==> config.mk <==
export PLATFORM = sky130hd
export DESIGN_NAME = xgmii_probe_rx
export DESIGN_NICKNAME = d
export VERILOG_FILES = /design/src/rtl/xgmii_probe_rx.sv
export SDC_FILE = /design/constraint.sdc
export NUM_CORES = 1
export LEC_CHECK = 0
export BUFFER_PORTS_ARGS = -buffer_cell sky130_fd_sc_hd__buf_4
export CORE_UTILIZATION = 55
export CTS_BUF_LIST = sky130_fd_sc_hd__clkbuf_8
export DETAILED_ROUTE_END_ITERATION = 6
export PLACE_DENSITY = 0.77
export SKIP_LAST_GASP = 1
export SLEW_MARGIN = 0
export SYNTH_ARGS = -nofsm -noshare
export SYNTH_HDL_FRONTEND = slang
export SYNTH_SLANG_ARGS = --single-unit
==> constraint.sdc <==
create_clock -name sys_clk -period 3.63 [get_ports sys_clk]
set_clock_uncertainty 0.15 [all_clocks]
set_input_delay 0.726 -clock sys_clk [delete_from_list [all_inputs] [get_ports sys_clk]]
set_output_delay 0.726 -clock sys_clk [all_outputs]
set_load 0.1 [all_outputs]
==> src/rtl/xgmii_probe_rx.sv <==
// Receive-side analyser for XGMII IPv4/UDP test frames: latency, source IP, per-second packet/byte counts.
// Optional macro RX_LATENCY_MAX_EN adds rx_latency_max (largest latency seen in the last second).
module xgmii_probe_rx #(
    parameter logic [31:0] MAGIC_CODE = 32'h4E55_4D41,
    parameter logic [15:0] MAX_WORDS  = 16'd192
) (
    input  logic        sys_clk,
    input  logic        sys_rst,
    input  logic        sec_oneshot,
    input  logic [31:0] global_counter,
    input  logic [63:0] xgmii_rxd,
    input  logic [7:0]  xgmii_rxc,
    output logic [31:0] rx_pps,
    output logic [31:0] rx_throughput,
    output logic [23:0] rx_latency,
`ifdef RX_LATENCY_MAX_EN
    output logic [23:0] rx_latency_max,
`endif
    output logic [31:0] rx_ipv4_ip
);

    typedef enum logic [1:0] {
        ST_IDLE = 2'd0,
        ST_HDR  = 2'd1,
        ST_BODY = 2'd2,
        ST_DROP = 2'd3
    } state_t;

    state_t      state_r;
    state_t      state_nxt_s;
    logic [15:0] word_idx_r;
    logic [15:0] word_idx_nxt_s;

    logic [7:0]  lane_s [8];
    logic        start_s;
    logic        idle_s;
    logic [7:0]  term_hit_s;
    logic [7:0]  fe_hit_s;
    logic [7:0]  pre_mask_s;
    logic        term_found_s;
    logic [2:0]  term_lane_s;
    logic        err_s;
    logic        hdr_ok_s;
    logic [15:0] len_s;
    logic        commit_s;
    logic [31:0] diff_s;
    logic [23:0] lat_sat_s;

    logic [31:0] src_ip_r;
    logic [31:0] ts_r;
    logic        commit_r;
    logic [15:0] commit_len_r;
    logic [23:0] commit_lat_r;
    logic [31:0] pps_acc_r;
    logic [31:0] byte_acc_r;
`ifdef RX_LATENCY_MAX_EN
    logic [23:0] lat_max_acc_r;
`endif

    function automatic logic [31:0] sat_add32(input logic [31:0] a, input logic [31:0] b);
        logic [32:0] sum;
        sum = {1'b0, a} + {1'b0, b};
        return sum[32] ? 32'hFFFF_FFFF : sum[31:0];
    endfunction

    // Lane split and control-character classification of the current word
    always_comb begin
        term_found_s = 1'b0;
        term_lane_s  = 3'd0;
        for (int i = 0; i < 8; i++) begin
            lane_s[i]     = xgmii_rxd[8*i +: 8];
            term_hit_s[i] = xgmii_rxc[i] && (xgmii_rxd[8*i +: 8] == 8'hFD);
            fe_hit_s[i]   = xgmii_rxc[i] && (xgmii_rxd[8*i +: 8] == 8'hFE);
        end
        for (int i = 7; i >= 0; i--) begin
            term_lane_s = term_hit_s[i] ? 3'(i) : term_lane_s;
        end
        term_found_s = |term_hit_s;
        // Lanes below the lowest terminate (all lanes when there is none) must carry data
        pre_mask_s   = (term_hit_s & (~term_hit_s + 8'd1)) - 8'd1;
        err_s        = (|fe_hit_s) || (|(xgmii_rxc & pre_mask_s));
        start_s      = xgmii_rxc[0] && (xgmii_rxd[7:0] == 8'hFB);
        idle_s       = xgmii_rxc[0] && (xgmii_rxd[7:0] == 8'h07);
        len_s        = {word_idx_r[12:0] - 13'd1, term_lane_s};
        diff_s       = global_counter - ts_r;
        lat_sat_s    = (diff_s[31:24] == 8'd0) ? diff_s[23:0] : 24'hFF_FFFF;
    end

    // Header field checks for the word currently at word_idx_r
    always_comb begin
        hdr_ok_s = 1'b1;
        case (word_idx_r)
            16'd2:   hdr_ok_s = (lane_s[4] == 8'h08) && (lane_s[5] == 8'h00) && (lane_s[6] == 8'h45);
            16'd3:   hdr_ok_s = (lane_s[7] == 8'h11);
            16'd6:   hdr_ok_s = ({lane_s[2], lane_s[3], lane_s[4], lane_s[5]} == MAGIC_CODE);
            default: hdr_ok_s = 1'b1;
        endcase
    end

    // Next-state logic; a start word restarts parsing from any state
    always_comb begin
        state_nxt_s    = state_r;
        word_idx_nxt_s = word_idx_r;
        commit_s       = 1'b0;
        if (start_s) begin
            state_nxt_s    = ST_HDR;
            word_idx_nxt_s = 16'd1;
        end else begin
            case (state_r)
                ST_IDLE: begin
                    state_nxt_s = ST_IDLE;
                end
                ST_HDR: begin
                    word_idx_nxt_s = word_idx_r + 16'd1;
                    if (err_s) begin
                        state_nxt_s = ST_DROP;
                    end else if (term_found_s) begin
                        state_nxt_s = ST_IDLE;
                    end else if (!hdr_ok_s) begin
                        state_nxt_s = ST_DROP;
                    end else if (word_idx_r == 16'd7) begin
                        state_nxt_s = ST_BODY;
                    end else begin
                        state_nxt_s = ST_HDR;
                    end
                end
                ST_BODY: begin
                    word_idx_nxt_s = word_idx_r + 16'd1;
                    if (word_idx_r > MAX_WORDS) begin
                        state_nxt_s = ST_DROP;
                    end else if (err_s) begin
                        state_nxt_s = ST_DROP;
                    end else if (term_found_s) begin
                        state_nxt_s = ST_IDLE;
                        commit_s    = (len_s >= 16'd64);
                    end else begin
                        state_nxt_s = ST_BODY;
                    end
                end
                ST_DROP: begin
                    if (term_found_s || idle_s) begin
                        state_nxt_s = ST_IDLE;
                    end else begin
                        state_nxt_s = ST_DROP;
                    end
                end
                default: begin
                    state_nxt_s = ST_IDLE;
                end
            endcase
        end
    end

    // FSM state and word index registers
    always_ff @(posedge sys_clk) begin
        if (sys_rst) begin
            state_r    <= ST_IDLE;
            word_idx_r <= 16'd0;
        end else begin
            state_r    <= state_nxt_s;
            word_idx_r <= word_idx_nxt_s;
        end
    end

    // Header field capture and the one-cycle commit pipeline stage
    always_ff @(posedge sys_clk) begin
        if (sys_rst) begin
            src_ip_r     <= 32'd0;
            ts_r         <= 32'd0;
            commit_r     <= 1'b0;
            commit_len_r <= 16'd0;
            commit_lat_r <= 24'd0;
        end else begin
            if ((state_r == ST_HDR) && !start_s && (word_idx_r == 16'd4)) begin
                src_ip_r <= {lane_s[2], lane_s[3], lane_s[4], lane_s[5]};
            end
            if ((state_r == ST_HDR) && !start_s && (word_idx_r == 16'd6)) begin
                ts_r[31:16] <= {lane_s[6], lane_s[7]};
            end
            if ((state_r == ST_HDR) && !start_s && (word_idx_r == 16'd7)) begin
                ts_r[15:0] <= {lane_s[0], lane_s[1]};
            end
            commit_r     <= commit_s;
            commit_len_r <= len_s;
            commit_lat_r <= lat_sat_s;
        end
    end

    // Per-second accumulation; a frame committing on the pulse seeds the next window
    always_ff @(posedge sys_clk) begin
        if (sys_rst) begin
            rx_pps        <= 32'd0;
            rx_throughput <= 32'd0;
            rx_latency    <= 24'd0;
            rx_ipv4_ip    <= 32'd0;
            pps_acc_r     <= 32'd0;
            byte_acc_r    <= 32'd0;
        end else begin
            if (commit_r) begin
                rx_latency <= commit_lat_r;
                rx_ipv4_ip <= src_ip_r;
            end
            if (sec_oneshot) begin
                rx_pps        <= pps_acc_r;
                rx_throughput <= byte_acc_r;
                pps_acc_r     <= commit_r ? 32'd1 : 32'd0;
                byte_acc_r    <= commit_r ? {16'd0, commit_len_r} : 32'd0;
            end else if (commit_r) begin
                pps_acc_r  <= sat_add32(pps_acc_r, 32'd1);
                byte_acc_r <= sat_add32(byte_acc_r, {16'd0, commit_len_r});
            end
        end
    end

`ifdef RX_LATENCY_MAX_EN
    // Running maximum latency, published once per second
    always_ff @(posedge sys_clk) begin
        if (sys_rst) begin
            rx_latency_max <= 24'd0;
            lat_max_acc_r  <= 24'd0;
        end else begin
            if (sec_oneshot) begin
                rx_latency_max <= lat_max_acc_r;
                lat_max_acc_r  <= commit_r ? commit_lat_r : 24'd0;
            end else if (commit_r && (commit_lat_r > lat_max_acc_r)) begin
                lat_max_acc_r <= commit_lat_r;
            end
        end
    end
`endif

endmodule

== Word level (Yosys, flattened, before mapping) ==
Cells that the tools add are included.

* Bitwise gates (word level): 5
* $add $sub $neg: 7
* Equal/unequal tests: 30
* $lt $le $gt $ge: 2
* Multiplexer cells: 30
* Reductions and logical operators: 38

{| class="wikitable"
|+ Operators with widths
! cell !! number
|-
| 32-bit 2-to-1 mux || 6
|-
| 8-bit == test (second input constant) || 17
|-
| 16-bit by 3-bit == test with 1-bit output (second input constant) || 3
|-
| 32-bit by 1-bit adder with 33-bit output (second input constant) || 1
|-
| 32-bit by 16-bit adder with 33-bit output || 1
|-
| 16-bit by 2-bit == test with 1-bit output (second input constant) || 2
|-
| 32-bit by 31-bit == test with 1-bit output (second input constant) || 1
|-
| 32-bit subtractor || 1
|-
| 1-bit logical AND || 24
|-
| 24-bit 2-to-1 mux || 1
|-
| 3-bit 2-to-1 mux || 8
|-
| 8-bit OR reduction || 3
|-
| 16-bit by 1-bit adder with 16-bit output (second input constant) || 1
|-
| 8-bit bitwise AND || 2
|-
| 16-bit by 7-bit greater-or-equal comparator with 1-bit output (second input constant) || 1
|-
| 16-bit by 8-bit greater-than comparator with 1-bit output (second input constant) || 1
|-
| 8-bit zero test || 2
|-
| 16-bit 2-to-1 mux || 1
|-
| 2-bit 2-to-1 mux || 8
|-
| 13-bit by 1-bit subtractor with 13-bit output (second input constant) || 1
|-
| 8-bit by 1-bit adder with 8-bit output (second input constant) || 1
|-
| 8-bit by 3-bit == test with 1-bit output (second input constant) || 1
|-
| 8-bit by 4-bit == test with 1-bit output (second input constant) || 1
|-
| 8-bit by 5-bit == test with 1-bit output (second input constant) || 1
|-
| 15 further kinds || 23
|}

* Register bits: 307
* Word-level logic and storage cells: 128
* Bits of input ports: 107
* Output and inout bits: 120

== Logic depth before layout (Yosys ltp) ==
Gate-level depths: netlist (run 1).

* Depth in word-level cells: 13
* Depth in mapped cells: 12
* Mapped depth without buffers: 11

== Worst setup path after synthesis (run 1) ==
OpenSTA, ideal clock, no wires.

* Path kind: input port to flip-flop
* Start point: in global_counter[0]
* End point: reg commit_lat_r[11]
* Data arrival time: 2.971 ns
* Path buffers: 1
* Library setup time: 0.154 ns
* Path slack: 0.355 ns
* Data required time: 3.326 ns
* Stages: 12
* Cells stage by stage: inv_1 -> ha_1 -> fa_1 -> nand2b_1 -> a21oi_1 -> o211ai_1 -> nand3b_1 -> a41oi_1 -> mux2_2 -> nor3_4 -> buf_6 -> a41oi_2

* Cells in the longest elaborated chain, start to end: 3

{| class="wikitable"
|+ Ends and longest elaborated chain
! item !! RTL line !! text
|-
| from (decl) || 10 || <nowiki>input logic [31:0] global_counter,</nowiki>
|-
| 32-bit subtractor (*) || 85 || <nowiki>diff_s = global_counter - ts_r;</nowiki>
|-
| 8-bit zero test || 86 || <nowiki>lat_sat_s = (diff_s[31:24] == 8'd0) ? diff_s[23:0] : 24'hFF_FFFF;</nowiki>
|-
| 24-bit 2-to-1 mux (*) || 86 ||
|-
| to (signal assigned) || 185 || <nowiki>commit_lat_r <= lat_sat_s;</nowiki>
|-
| to (decl) || 53 || <nowiki>logic [23:0] commit_lat_r;</nowiki>
|}

Mark *: on every way between the ends. The rest lies on a longest branch, timed or not.
A chain may end at the register's enable or synchronous reset.

== Final worst setup path (run 1) ==
* Start point: reg byte_acc_r[0]
* End point: reg byte_acc_r[25]

* Cells in the longest elaborated chain, start to end: 4

{| class="wikitable"
|+ Ends and longest elaborated chain
! item !! RTL line !! text
|-
| from (decl) || 55 || <nowiki>logic [31:0] byte_acc_r;</nowiki>
|-
| from (signal assigned) || 207 || <nowiki>byte_acc_r <= commit_r ? {16'd0, commit_len_r} : 32'd0;</nowiki>
|-
| from (signal assigned) || 210 || <nowiki>byte_acc_r <= sat_add32(byte_acc_r, {16'd0, commit_len_r});</nowiki>
|-
| 32-bit by 16-bit adder with 33-bit output || 62 || <nowiki>sum = {1'b0, a} + {1'b0, b};</nowiki>
|-
| 32-bit 2-to-1 mux || 63 || <nowiki>return sum[32] ? 32'hFFFF_FFFF : sum[31:0];</nowiki>
|-
| 32-bit 2-to-1 mux || 208 || <nowiki>end else if (commit_r) begin</nowiki>
|-
| 32-bit 2-to-1 mux || 203 || <nowiki>if (sec_oneshot) begin</nowiki>
|}

Every way passes these cells. The select of a mux whose other input is x is not followed.

==> reports/metrics.cfg, run 1 <==
[logic_synthesis]
synth_area_sq_um=15500
synth_area_per_cell_sq_um=8.52
synth_cells=1816
synth_edf_count=0
seq_area_frac_synth_pct=39.7
ys.flop_type=dfxtp_1
synth-seq-cells=307
yosysWarnings=0
ys_types=90
synthArstFlopShare_pct=0
syn_nets=1981

[pwr]
p_comb_share_pct=8.4
switching_share_pct=24.9
power_switching_w=0.00178
power_w=0.00712
power_density_nw_per_um2=383
seqPwrFrac_pct=47.8
power.internal_w=0.00534
irDropWorstVdd_mv=0.384
pwr-share-clk_pct=43.7
p_leak_nw=7.37

[place]
place_inst=2362
gp_congestion=0.962
place_area_sq_um=17500
port_buffers=226
hpwlAfterDp_microns=30800

[clocking]
post-cts-setup-buffers=0
clk_path_buf_depth=3
ctsHtreeMaxLevel=2
cts_root_buf=clkbuf_8
cts_hold_buffers=0
clkLatencyLatePin_ns=0.59
cts_buffers=51
postCtsResizedCells=0
clkSlewWorstSetupHoldPaths_ns=0.06
cts_tree=yes
cts.sinks=307

[layout]
fill_cells=2369
syn2layout_area_growth_pct=20.3
final_cells=2453
drive_gt1_share_pct=19.4
mostFrequentLayoutCell=dfxtp_1
nets=2202
n_antenna_cell=0
final_area_sq_um=18600
final_cell_mix=dfxtp_1 (306), buf_4 (261), nand2_1 (230), nor2_1 (219), a21oi_1 (165)

[setup_path]
crit_start=byte_acc_r[0]$_SDFFE_PP0P_
cp-start-kind=flip-flop
path_class=reg2reg
cpMostUsedCell=a21oi_1
end_kind=flip-flop
crit_buf_inv=1
crit_fanout=5
path_delay_family=compound AO/OA/AOI/OAI gates
reg2reg_from=byte_acc_r[0]$_SDFFE_PP0P_
slowest_stage=a21oi_1
path_cells=ha_1, inv_1, fa_1, nor2b_1, o21a_1, o21ai_0, a21oi_1, o21ai_1, a21oi_1, a22oi_1, a221oi_1
critPathMaxStageDelay_ns=0.50
crit_arrival_ns=3.57
required_ns=3.95
r2r_setup_slack_ns=0.38

[floorplanning]
fp-row-count=61
ios=227
core_area_sq_um=27700
die_h_microns=170
start_util_pct=55.9
die_w_microns=170
dieArea_sq_um=28800

[routing]
ant_nets=0
routedWlPerCell_microns=17.4
met3_length_microns=2930
drtIter0Drc=987
viasPerCell=5.75
num_vias=14100
routed_wirelength_microns=42700
drt_pass1_iterations=5
met2_length_microns=19600
drt-met1-wl_microns=18500
top_layer_used=met4
drc=0

[global_routing]
grt_max_degree=93
grt_pass1_wl_microns=68500
track_usage_pct=29.3
grt.overflow.total=0
grt_pass1_vias=13500
antenna_found_initial=0

[timing]
slew_headroom_pct=27.4
period_needed_ns=3.25
rsz0062_at_grt=false
max_freq_ghz=0.308
holdWs_ns=0.253
tightest_slew_ns=1.09
setup_tns_ns=0
hold_viol=0
drv_slew=0
setup_viol=0
period_share_pct=89.6

[flow_run]
cap_violations=0

[outcome]
status=completed

[hold_path]
worstHoldStart=xgmii_rxd[28]
hold_class=in2reg

[Yosys cell counts (all sizes together), types with 5 or more instances]
cell | count | share of area [%]
a211oi | 19 | 1.0
buf | 29 | 1.1
o21a | 12 | 0.58
ha | 56 | 4.5
or3 | 14 | 0.57
nor3 | 42 | 1.5
nand2b | 15 | 0.61
xor2 | 26 | 1.5
and2 | 16 | 0.66
o21ai | 65 | 2.1
a221oi | 15 | 1.3
nor4 | 22 | 0.93
xnor2 | 25 | 1.4
a21oi | 166 | 5.4
nor4b | 6 | 0.34
a311oi | 11 | 0.62
a41oi | 25 | 2.4
inv | 65 | 1.6
a31oi | 18 | 0.82
nand3b | 5 | 0.24
nor2 | 220 | 5.4
dfxtp | 307 | 40
nand2 | 231 | 5.6
nand4b | 5 | 0.28
and3 | 22 | 0.89
nor3b | 6 | 0.29
o211ai | 14 | 0.68
and4 | 12 | 0.70
nand4 | 26 | 1.1
nor2b | 15 | 0.61
a21o | 15 | 0.73
clkbuf | 68 | 1.7
mux2i | 122 | 7.9
nand3 | 34 | 1.1
[worst reg2reg max path, stage by stage (launching register included)]
cell      delay, ns
dfxtp_1        0.35
ha_1           0.19
inv_1          0.06
fa_1           0.38
nor2b_1        0.16
o21a_1         0.15
o21ai_0        0.16
a21oi_1        0.30
o21ai_1        0.27
a21oi_1        0.50
a22oi_1        0.17
a221oi_1       0.29
[path summary, 6_finish.rpt]
| check | depth (start not counted) | to |
|---|---|---|
| min reg2reg | 2 | src_ip_r[31]$_SDFFE_PP0P_ |
| max | 11 | byte_acc_r[25]$_SDFFE_PP0P_ |
| max reg2reg | 11 | byte_acc_r[25]$_SDFFE_PP0P_ |
| min | 3 | src_ip_r[20]$_SDFFE_PP0P_ |
[area by class of cell]
cell class / count / area, sq um / share of cell area [%]
Multi-Input combinational cell: 1346 / 8640 / 46.4
Sequential cell: 307 / 6150 / 33.0
Timing Repair Buffer: 265 / 2030 / 10.9
Clock buffer: 66 / 908 / 4.88
Tap cell: 378 / 473 / 2.54
Inverter: 66 / 248 / 1.33
Clock inverter: 25 / 156 / 0.840
[cell families (layout without fill, tap and decap cells)]
logic type | after synthesis | count (layout) | share of synthesized area (%)
AO/OA/AOI/OAI | 409 | 409 | 18.6
XOR/XNOR | 51 | 51 | 2.89
adder cells (fa/ha/maj) | 58 | 58 | 4.79
buffers and inverters | 163 | 422 | 4.44
flip-flops | 307 | 307 | 39.7
multiplexers | 123 | 123 | 7.96
AND/OR/NAND/NOR | 705 | 705 | 21.6
[metal layers]
| metal | vias up | global-route usage (%) |
|---|---|---|
| li1 | 6918 | - |
| met1 | 6588 | 37.1 |
| met2 | 487 | 48.1 |
| met3 | 110 | 6.37 |
| met4 | 0 | 12.4 |
| met5 | - | 0 |
[stage by stage]
| stage | setup WS [ns] | utilization (%) |
|---|---|---|
| floorplan | 0.355 | - |
| global placement | 0.124 | 63.3 |
| detailed placement | 0.00705 | 63.3 |
| CTS | 0.406 | 67.2 |
| global route | 0.0950 | 67.2 |
| finish | 0.379 | 67.2 |
[sequential cells by signal, summed over array words and instances (netlist names), 16 cells and up]
register and flops:
src_ip_r 32, byte_acc_r 32, pps_acc_r 32, word_idx_r 16, ts_r 32, rx_latency 24, rx_ipv4_ip 32, commit_lat_r 24
rx_pps 32, rx_throughput 32, commit_len_r 16
[power groups by stage]
stage / Sequential (W) / Combinational (W) / Clock, W
after floorplan: 0.00347 / 0.000362 / 0
after global placement: 0.00348 / 0.000581 / 0
after detailed placement: 0.00348 / 0.000587 / 0
after CTS: 0.00340 / 0.000592 / 0.00317
after global routing: 0.00340 / 0.000649 / 0.00332
final: 0.00340 / 0.000601 / 0.00311
(Power assumes the default switching activity.)
==> inputs of run 2 (changes only) <==
--- a/config.mk
+++ b/config.mk
@@ -5,7 +5,9 @@
 export SDC_FILE = /design/constraint.sdc
 export NUM_CORES = 1
 export LEC_CHECK = 0
+export ABC_AREA = 1
 export BUFFER_PORTS_ARGS = -buffer_cell sky130_fd_sc_hd__buf_4
+export CORE_MARGIN = 2
 export CORE_UTILIZATION = 55
 export CTS_BUF_LIST = sky130_fd_sc_hd__clkbuf_8
 export DETAILED_ROUTE_END_ITERATION = 6
==> run 2 against run 1 <==
Maximum frequency increased by 1.8%. Worst setup slack gained 0.057 ns. Utilization is 0.48 points lower. Critical endpoint is now byte_acc_r[15]$_SDFFE_PP0P_.
==> reports/metrics.cfg, run 2 <==
[clocking]
clk_path_buf_depth=3  ; unchanged
cts_tree=yes
cts.sinks=307  ; unchanged
cts_root_buf=clkbuf_8
cts_buffers=52  ; +2.0%
post-cts-setup-buffers=0  ; unchanged
cts_hold_buffers=0  ; unchanged
clkSlewWorstSetupHoldPaths_ns=0.06  ; about the same
postCtsResizedCells=0  ; unchanged
ctsHtreeMaxLevel=2  ; unchanged
clkLatencyLatePin_ns=0.59  ; about the same

[hold_path]
worstHoldStart=xgmii_rxd[60]
hold_end=ts_r[20]$_SDFFE_PP0P_
hold_class=in2reg
hold_depth=3  ; unchanged

[timing]
setup_viol=0  ; unchanged
period_needed_ns=3.19  ; -0.0572 ns
hold_viol=0  ; unchanged
setup_tns_ns=0  ; unchanged
tightest_slew_ns=1.10  ; +0.00696 ns
drv_slew=0  ; unchanged
rsz0062_at_grt=false
max_freq_ghz=0.313  ; +1.8%
slew_headroom_pct=26.9  ; -0.54 points
period_share_pct=88.0  ; -1.6 points

[logic_synthesis]
seq_area_frac_synth_pct=37.9  ; -1.8 points
synth_top_family_by_area=simple AND/OR/NAND/NOR gates
synth_mux_area_share_pct=0  ; -8.0 points
ys.flop_type=dfxtp_1
synthArstFlopShare_pct=0  ; unchanged
syn_nets=2558  ; +29%
synth_edf_count=0  ; unchanged
ys_types=49  ; -46%
synth_common_cells=nand2_1 (420), nor2_1 (400), dfxtp_1 (307), inv_1 (253), a21oi_1 (241)
synth_top_area_share_pct=37.9  ; -1.8 points
yosysWarnings=0  ; unchanged
synth_compound_area_share_pct=17.9  ; -0.68 points
synth_area_sq_um=16200  ; +4.7%
synth_xor_xnor_area_share_pct=2.86  ; -0.022 points
yosys.area.top_type=dfxtp_1
synth_area_per_cell_sq_um=6.77  ; -21%
synth_cells=2393  ; +32%
synthAdderAreaFrac_pct=4.57  ; -0.22 points
synth.top_cells.by_area=dfxtp_1 (38%), nand2_1 (9.7%), nor2_1 (9.3%)
synth_simple_gate_area_share_pct=28.3  ; +6.7 points
synth-seq-cells=307  ; unchanged
synth.most_common_cell=nand2_1

[place]
gp_congestion=0.947  ; -1.6%
port_buffers=226  ; unchanged
hpwlAfterDp_microns=36400  ; +18%

[setup_path]
path_delay_family=simple AND/OR/NAND/NOR gates
worst-r2r-cell-count=15  ; +4
crit_arrival_ns=3.55  ; -0.02 ns
cp-start-kind=flip-flop
crit_buf_inv=1  ; unchanged
crit_fanout=15  ; +10
required_ns=3.99  ; +0.04 ns
r2r_setup_slack_ns=0.44  ; +0.06 ns
reg2reg_from=byte_acc_r[0]$_SDFFE_PP0P_
crit_cells=15  ; +4
end_kind=flip-flop
path_class=reg2reg
slowest_stage=fa_1
critPathMaxStageDelay_ns=0.40  ; -0.10 ns
r2r_end=byte_acc_r[15]$_SDFFE_PP0P_
path_cells=ha_1, inv_1, fa_1, nand3b_1, nand2_1, a21oi_1, o21ai_2, nand2_1, nand2_2, nand2_1, nor2_2, nand2_2, nand2_2, o21ai_0, a21oi_1

[flow_run]
cap_violations=0  ; unchanged

[global_routing]
grt_pass1_wl_microns=78300  ; +14%
grt_pass1_vias=15500  ; +15%
antenna_found_initial=0  ; unchanged
track_usage_pct=31.1  ; +1.7 points
grt.overflow.total=0  ; unchanged
grt_max_degree=102  ; +9.7%

[routing]
drc=0  ; unchanged
viasPerCell=5.50  ; -4.4%
drt_pass1_iterations=5  ; unchanged
ant_nets=0  ; unchanged
num_vias=16600  ; +18%
routed_wirelength_microns=49500  ; +16%
drtIter0Drc=1486  ; +51%
routedWlPerCell_microns=16.4  ; -5.8%

[floorplanning]
die_h_microns=176  ; +3.5%
core_area_sq_um=28900  ; +4.2%
fp-row-count=62  ; +1.6%
dieArea_sq_um=30800  ; +7.1%
die_w_microns=176  ; +3.5%
ios=227  ; unchanged
start_util_pct=56.1  ; +0.30 points

[layout]
drive_gt1_share_pct=13.9  ; -5.5 points
post-route-util_pct=66.7  ; -0.48 points
n_antenna_cell=0  ; unchanged
syn2layout_area_growth_pct=18.8
nets=2761  ; +25%
final_cell_mix=nand2_1 (420), nor2_1 (399), dfxtp_1 (306), inv_1 (265), buf_4 (242)
mostFrequentLayoutCell=nand2_1

[pwr]
power_density_nw_per_um2=393  ; +2.7%
p_leak_nw=8.50  ; +15%
power_w=0.00756  ; +6.2%
irDropWorstVdd_mv=0.352  ; -8.1%

[outcome]
status=completed

## run 2: cell type report
cell class | instances | area [sq um]
clock buffer | 66 | 908
clock inverter | 23 | 158
inverter | 256 | 962
tap | 384 | 480
multi-input combinational | 1735 | 8730
sequential | 307 | 6150
timing repair buffer | 244 | 1860
fill | 2626 | 9610
## run 2: worst max-delay path by stage
stage / from / end / slack [ns]
2_1_floorplan: global_counter[0] / commit_lat_r[10]$_SDFF_PP0_ / 0.67
3_3_place_gp: global_counter[0] / commit_lat_r[8]$_SDFF_PP0_ / 0.34
3_5_place_dp: global_counter[0] / commit_lat_r[7]$_SDFF_PP0_ / 0.31
4_1_cts: byte_acc_r[0]$_SDFFE_PP0P_ / byte_acc_r[2]$_SDFFE_PP0P_ / 0.51
5_1_grt: byte_acc_r[0]$_SDFFE_PP0P_ / byte_acc_r[14]$_SDFFE_PP0P_ / 0.18
6_report: byte_acc_r[0]$_SDFFE_PP0P_ / byte_acc_r[15]$_SDFFE_PP0P_ / 0.44
## run 2: power by group
| group | internal, W | switching [W] | leakage, nW |
|---|---|---|---|
| registers | 0.00343 | 0.0000271 | 2.50 |
| logic | 0.000263 | 0.000654 | 5.41 |
| clock network | 0.00177 | 0.00142 | 0.596 |
## run 2: cells by family (layout without fill, tap and decap cells)
family          Yosys count  count (layout)
compound gates          544             544
simple gates           1080            1080
xor+xnor                 53              53
fa+ha+maj                58              58
flops                   307             307
buf+inv                 351             589
## run 2: layer usage
layer  global-route usage (%)  routed length [microns]
met1                     42.2                    22300
met4                     11.4                     1640
met5                        0                        0
met2                     49.8                    21900
met3                     5.22                     3610
## run 2: stage by stage
| step | instance area [sq um] | instances | hold slack, ns | setup WS [ns] |
|---|---|---|---|---|
| 2_1_floorplan | 16200 | 2393 | 0.281 | 0.670 |
| 3_3_place_gp | 18200 | 2926 | 0.286 | 0.344 |
| 3_5_place_dp | 18200 | 2926 | 0.290 | 0.311 |
| 4_1_cts | 19200 | 3015 | 0.242 | 0.508 |
| 5_1_grt | 19200 | 3015 | 0.250 | 0.177 |
| 6_report | 19200 | 3015 | 0.258 | 0.436 |
## run 2: tightest hold or removal path: cells and delay by family
family | cells | cell delay [ns]
buffers and inverters | 2 | 0.16
AO/OA/AOI/OAI | 1 | 0.06
==> inputs of run 3 (changes only) <==
--- a/config.mk
+++ b/config.mk
@@ -5,13 +5,12 @@
 export SDC_FILE = /design/constraint.sdc
 export NUM_CORES = 1
 export LEC_CHECK = 0
-export ABC_AREA = 1
 export BUFFER_PORTS_ARGS = -buffer_cell sky130_fd_sc_hd__buf_4
 export CORE_MARGIN = 2
-export CORE_UTILIZATION = 55
+export CORE_UTILIZATION = 60
 export CTS_BUF_LIST = sky130_fd_sc_hd__clkbuf_8
 export DETAILED_ROUTE_END_ITERATION = 6
-export PLACE_DENSITY = 0.77
+export PLACE_DENSITY = 0.83
 export SKIP_LAST_GASP = 1
 export SLEW_MARGIN = 0
 export SYNTH_ARGS = -nofsm -noshare
==> run 3 against run 2 <==
Global-route usage down 0.54 points. Hold slack worse by 0.0014 ns. Die area is 12% lower. Worst setup slack lost 0.080 ns. Maximum frequency down 2.4%. Register-to-register slack got worse by 0.08 ns. Clock power down 6%. Sequential power shrank 2%. Via count down 14%. Largest power group unchanged. Critical endpoint is now byte_acc_r[25]$_SDFFE_PP0P_. Sequential share of layout area grew 1.4 points. Count of clock-buffer cells in the layout is 9 lower. Total power fell by 7.3%.
==> reports/metrics.cfg, run 3 (synthesis results as in run 1) <==
[pwr]
power_w=0.00701  ; -7.3%
power.internal_w=0.00528  ; -3.3%
pwr-share-clk_pct=42.9  ; +0.8 points
power_density_nw_per_um2=380  ; -3.4%
p_comb_share_pct=8.6  ; -3.5 points
power_switching_w=0.00173  ; -18%
seqPwrFrac_pct=48.6  ; +2.9 points
irDropWorstVdd_mv=0.351  ; -0.46%
p_leak_nw=7.34  ; -14%
switching_share_pct=24.7  ; -3.1 points

[clocking]
cts_tree=yes
clkSlewWorstSetupHoldPaths_ns=0.06  ; about the same
cts_hold_buffers=0  ; unchanged
cts_buffers=51  ; -1.9%
cts.sinks=307  ; unchanged
postCtsResizedCells=0  ; unchanged
ctsHtreeMaxLevel=2  ; unchanged
cts_root_buf=clkbuf_8
clkLatencyLatePin_ns=0.60  ; about the same
clk_path_buf_depth=3  ; unchanged
post-cts-setup-buffers=0  ; unchanged

[place]
hpwlAfterDp_microns=30500  ; -16%
port_buffers=226  ; unchanged
gp_congestion=0.970  ; +2.5%
place_inst=2313  ; -21%

[setup_path]
critPathMaxStageDelay_ns=0.39  ; about the same
path_class=reg2reg
cp-start-kind=flip-flop
crit_fanout=16  ; +1
path_cells=ha_1, inv_1, fa_1, nor2b_1, o21a_1, o21ai_0, a21oi_1, o21ai_1, a211oi_4, buf_4, nor3_1, a221oi_1
end_kind=flip-flop
crit_arrival_ns=3.59  ; +0.04 ns
required_ns=3.95  ; -0.04 ns
slowest_stage=fa_1

[routing]
drc=0  ; unchanged
viasPerCell=5.96  ; +8.5%
drtIter0Drc=1051  ; -29%
routedWlPerCell_microns=17.6  ; +7.1%
drt_pass1_iterations=6  ; +1
routed_wirelength_microns=42100  ; -15%
ant_nets=0  ; unchanged
num_vias=14300  ; -14%

[global_routing]
antenna_found_initial=0  ; unchanged
grt_pass1_wl_microns=67500  ; -14%
track_usage_pct=30.5  ; -0.54 points
grt_pass1_vias=13700  ; -11%
grt.overflow.total=0  ; unchanged
grt_max_degree=139  ; +36%

[timing]
tightest_slew_ns=0.819  ; -0.277 ns
setup_viol=0  ; unchanged
max_freq_ghz=0.305  ; -2.4%
setup_tns_ns=0  ; unchanged
period_share_pct=90.2  ; +2.2 points
hold_viol=0  ; unchanged
period_needed_ns=3.27  ; +0.0799 ns
drv_slew=0  ; unchanged
rsz0062_at_grt=false
slew_headroom_pct=45.2  ; +18 points
holdWs_ns=0.257  ; -0.00138 ns

[outcome]
status=completed

[floorplanning]
start_util_pct=61.3  ; +5.1 points
ios=227  ; unchanged
dieArea_sq_um=27100  ; -12%
core_area_sq_um=25300  ; -12%
fp-row-count=58  ; -6.5%
die_h_microns=165  ; -6.3%
die_w_microns=165  ; -6.3%

[layout]
multi_input_area_sq_um=8640  ; -1.1%
nets=2201  ; -20%
drive_gt1_share_pct=18.8  ; +4.9 points
seq_area_sq_um=6150  ; about the same
n_antenna_cell=0  ; unchanged
mostFrequentLayoutCell=dfxtp_1
fill_cells=1958  ; -25%
final_cells=2396  ; -21%
final_cell_mix=dfxtp_1 (306), buf_4 (259), nand2_1 (230), nor2_1 (219), a21oi_1 (165)
syn2layout_area_growth_pct=19.4

[hold_path]
hold_class=in2reg

[flow_run]
cap_violations=0  ; unchanged

==> run 3: changes by cell type in the layout (fill, tap and decap cells not counted), moves of 17 or more <==
cell     before  now
mux2i_1       0  122
buf_4       242  259
nand3_1      99   34
o21ai_0     226   61
nor3_1       62   40
inv_1       265   83
nand2_1     420  230
nor2_1      399  219
a41oi_2       0   20
and3_1        1   22
a21oi_1     241  165
==> run 3: final cells by class <==
class	instances	share of cell area, %
Clock buffer	57	4.25
Clock inverter	26	1.08
Inverter	66	1.34
Multi-Input combinational cell	1346	46.8
Sequential cell	307	33.3
Tap cell	330	2.24
Timing Repair Buffer	264	11.0
==> run 3: final timing paths <==
check                                                 from                     endpoint  slack (ns)  depth (start not counted)
worst max-delay path            byte_acc_r[0]$_SDFFE_PP0P_  byte_acc_r[25]$_SDFFE_PP0P_        0.36                         12
worst min register to register        ts_r[8]$_SDFFE_PP0P_         ts_r[8]$_SDFFE_PP0P_        0.30                          2
worst max register to register  byte_acc_r[0]$_SDFFE_PP0P_  byte_acc_r[25]$_SDFFE_PP0P_        0.36                         12
worst min-delay path                         xgmii_rxd[63]        ts_r[23]$_SDFFE_PP0P_        0.26                          3
==> run 3: power by group through the flow <==
stage,Sequential (W),Combinational [W],Clock [W]
floorplan,0.00347,0.000362,0
detailed placement,0.00348,0.000586,0
finish,0.00340,0.000600,0.00301
global route,0.00340,0.000644,0.00321
global placement,0.00348,0.000578,0
CTS,0.00340,0.000591,0.00305
==> run 3: metal layers <==
layer | routed length, microns | up-vias | global-route usage (%)
li1 | - | 6910 | -
met1 | 18200 | 6715 | 39.3
met2 | 19300 | 558 | 49.8
met3 | 3070 | 109 | 5.98
met4 | 1550 | 0 | 13.7
met5 | 0 | - | 0
==> run 3: metrics by stage <==
stage	util, %	setup slack (ns)	cell area [sq um]
finish	73.1	0.356	18500
CTS	73.1	0.363	18500
floorplan	-	0.355	15500
detailed placement	69.3	0.0897	17500
global placement	69.3	0.125	17500
global route	73.1	0.0608	18500
==> run 3: critical path, delay by kind of cell (launching register included) <==
| family | cells | cell delay [ns] |
|---|---|---|
| flops | 1 | 0.37 |
| fa+ha+maj | 2 | 0.58 |
| simple gates | 2 | 0.28 |
| buf+inv | 2 | 0.33 |
| compound gates | 6 | 1.45 |
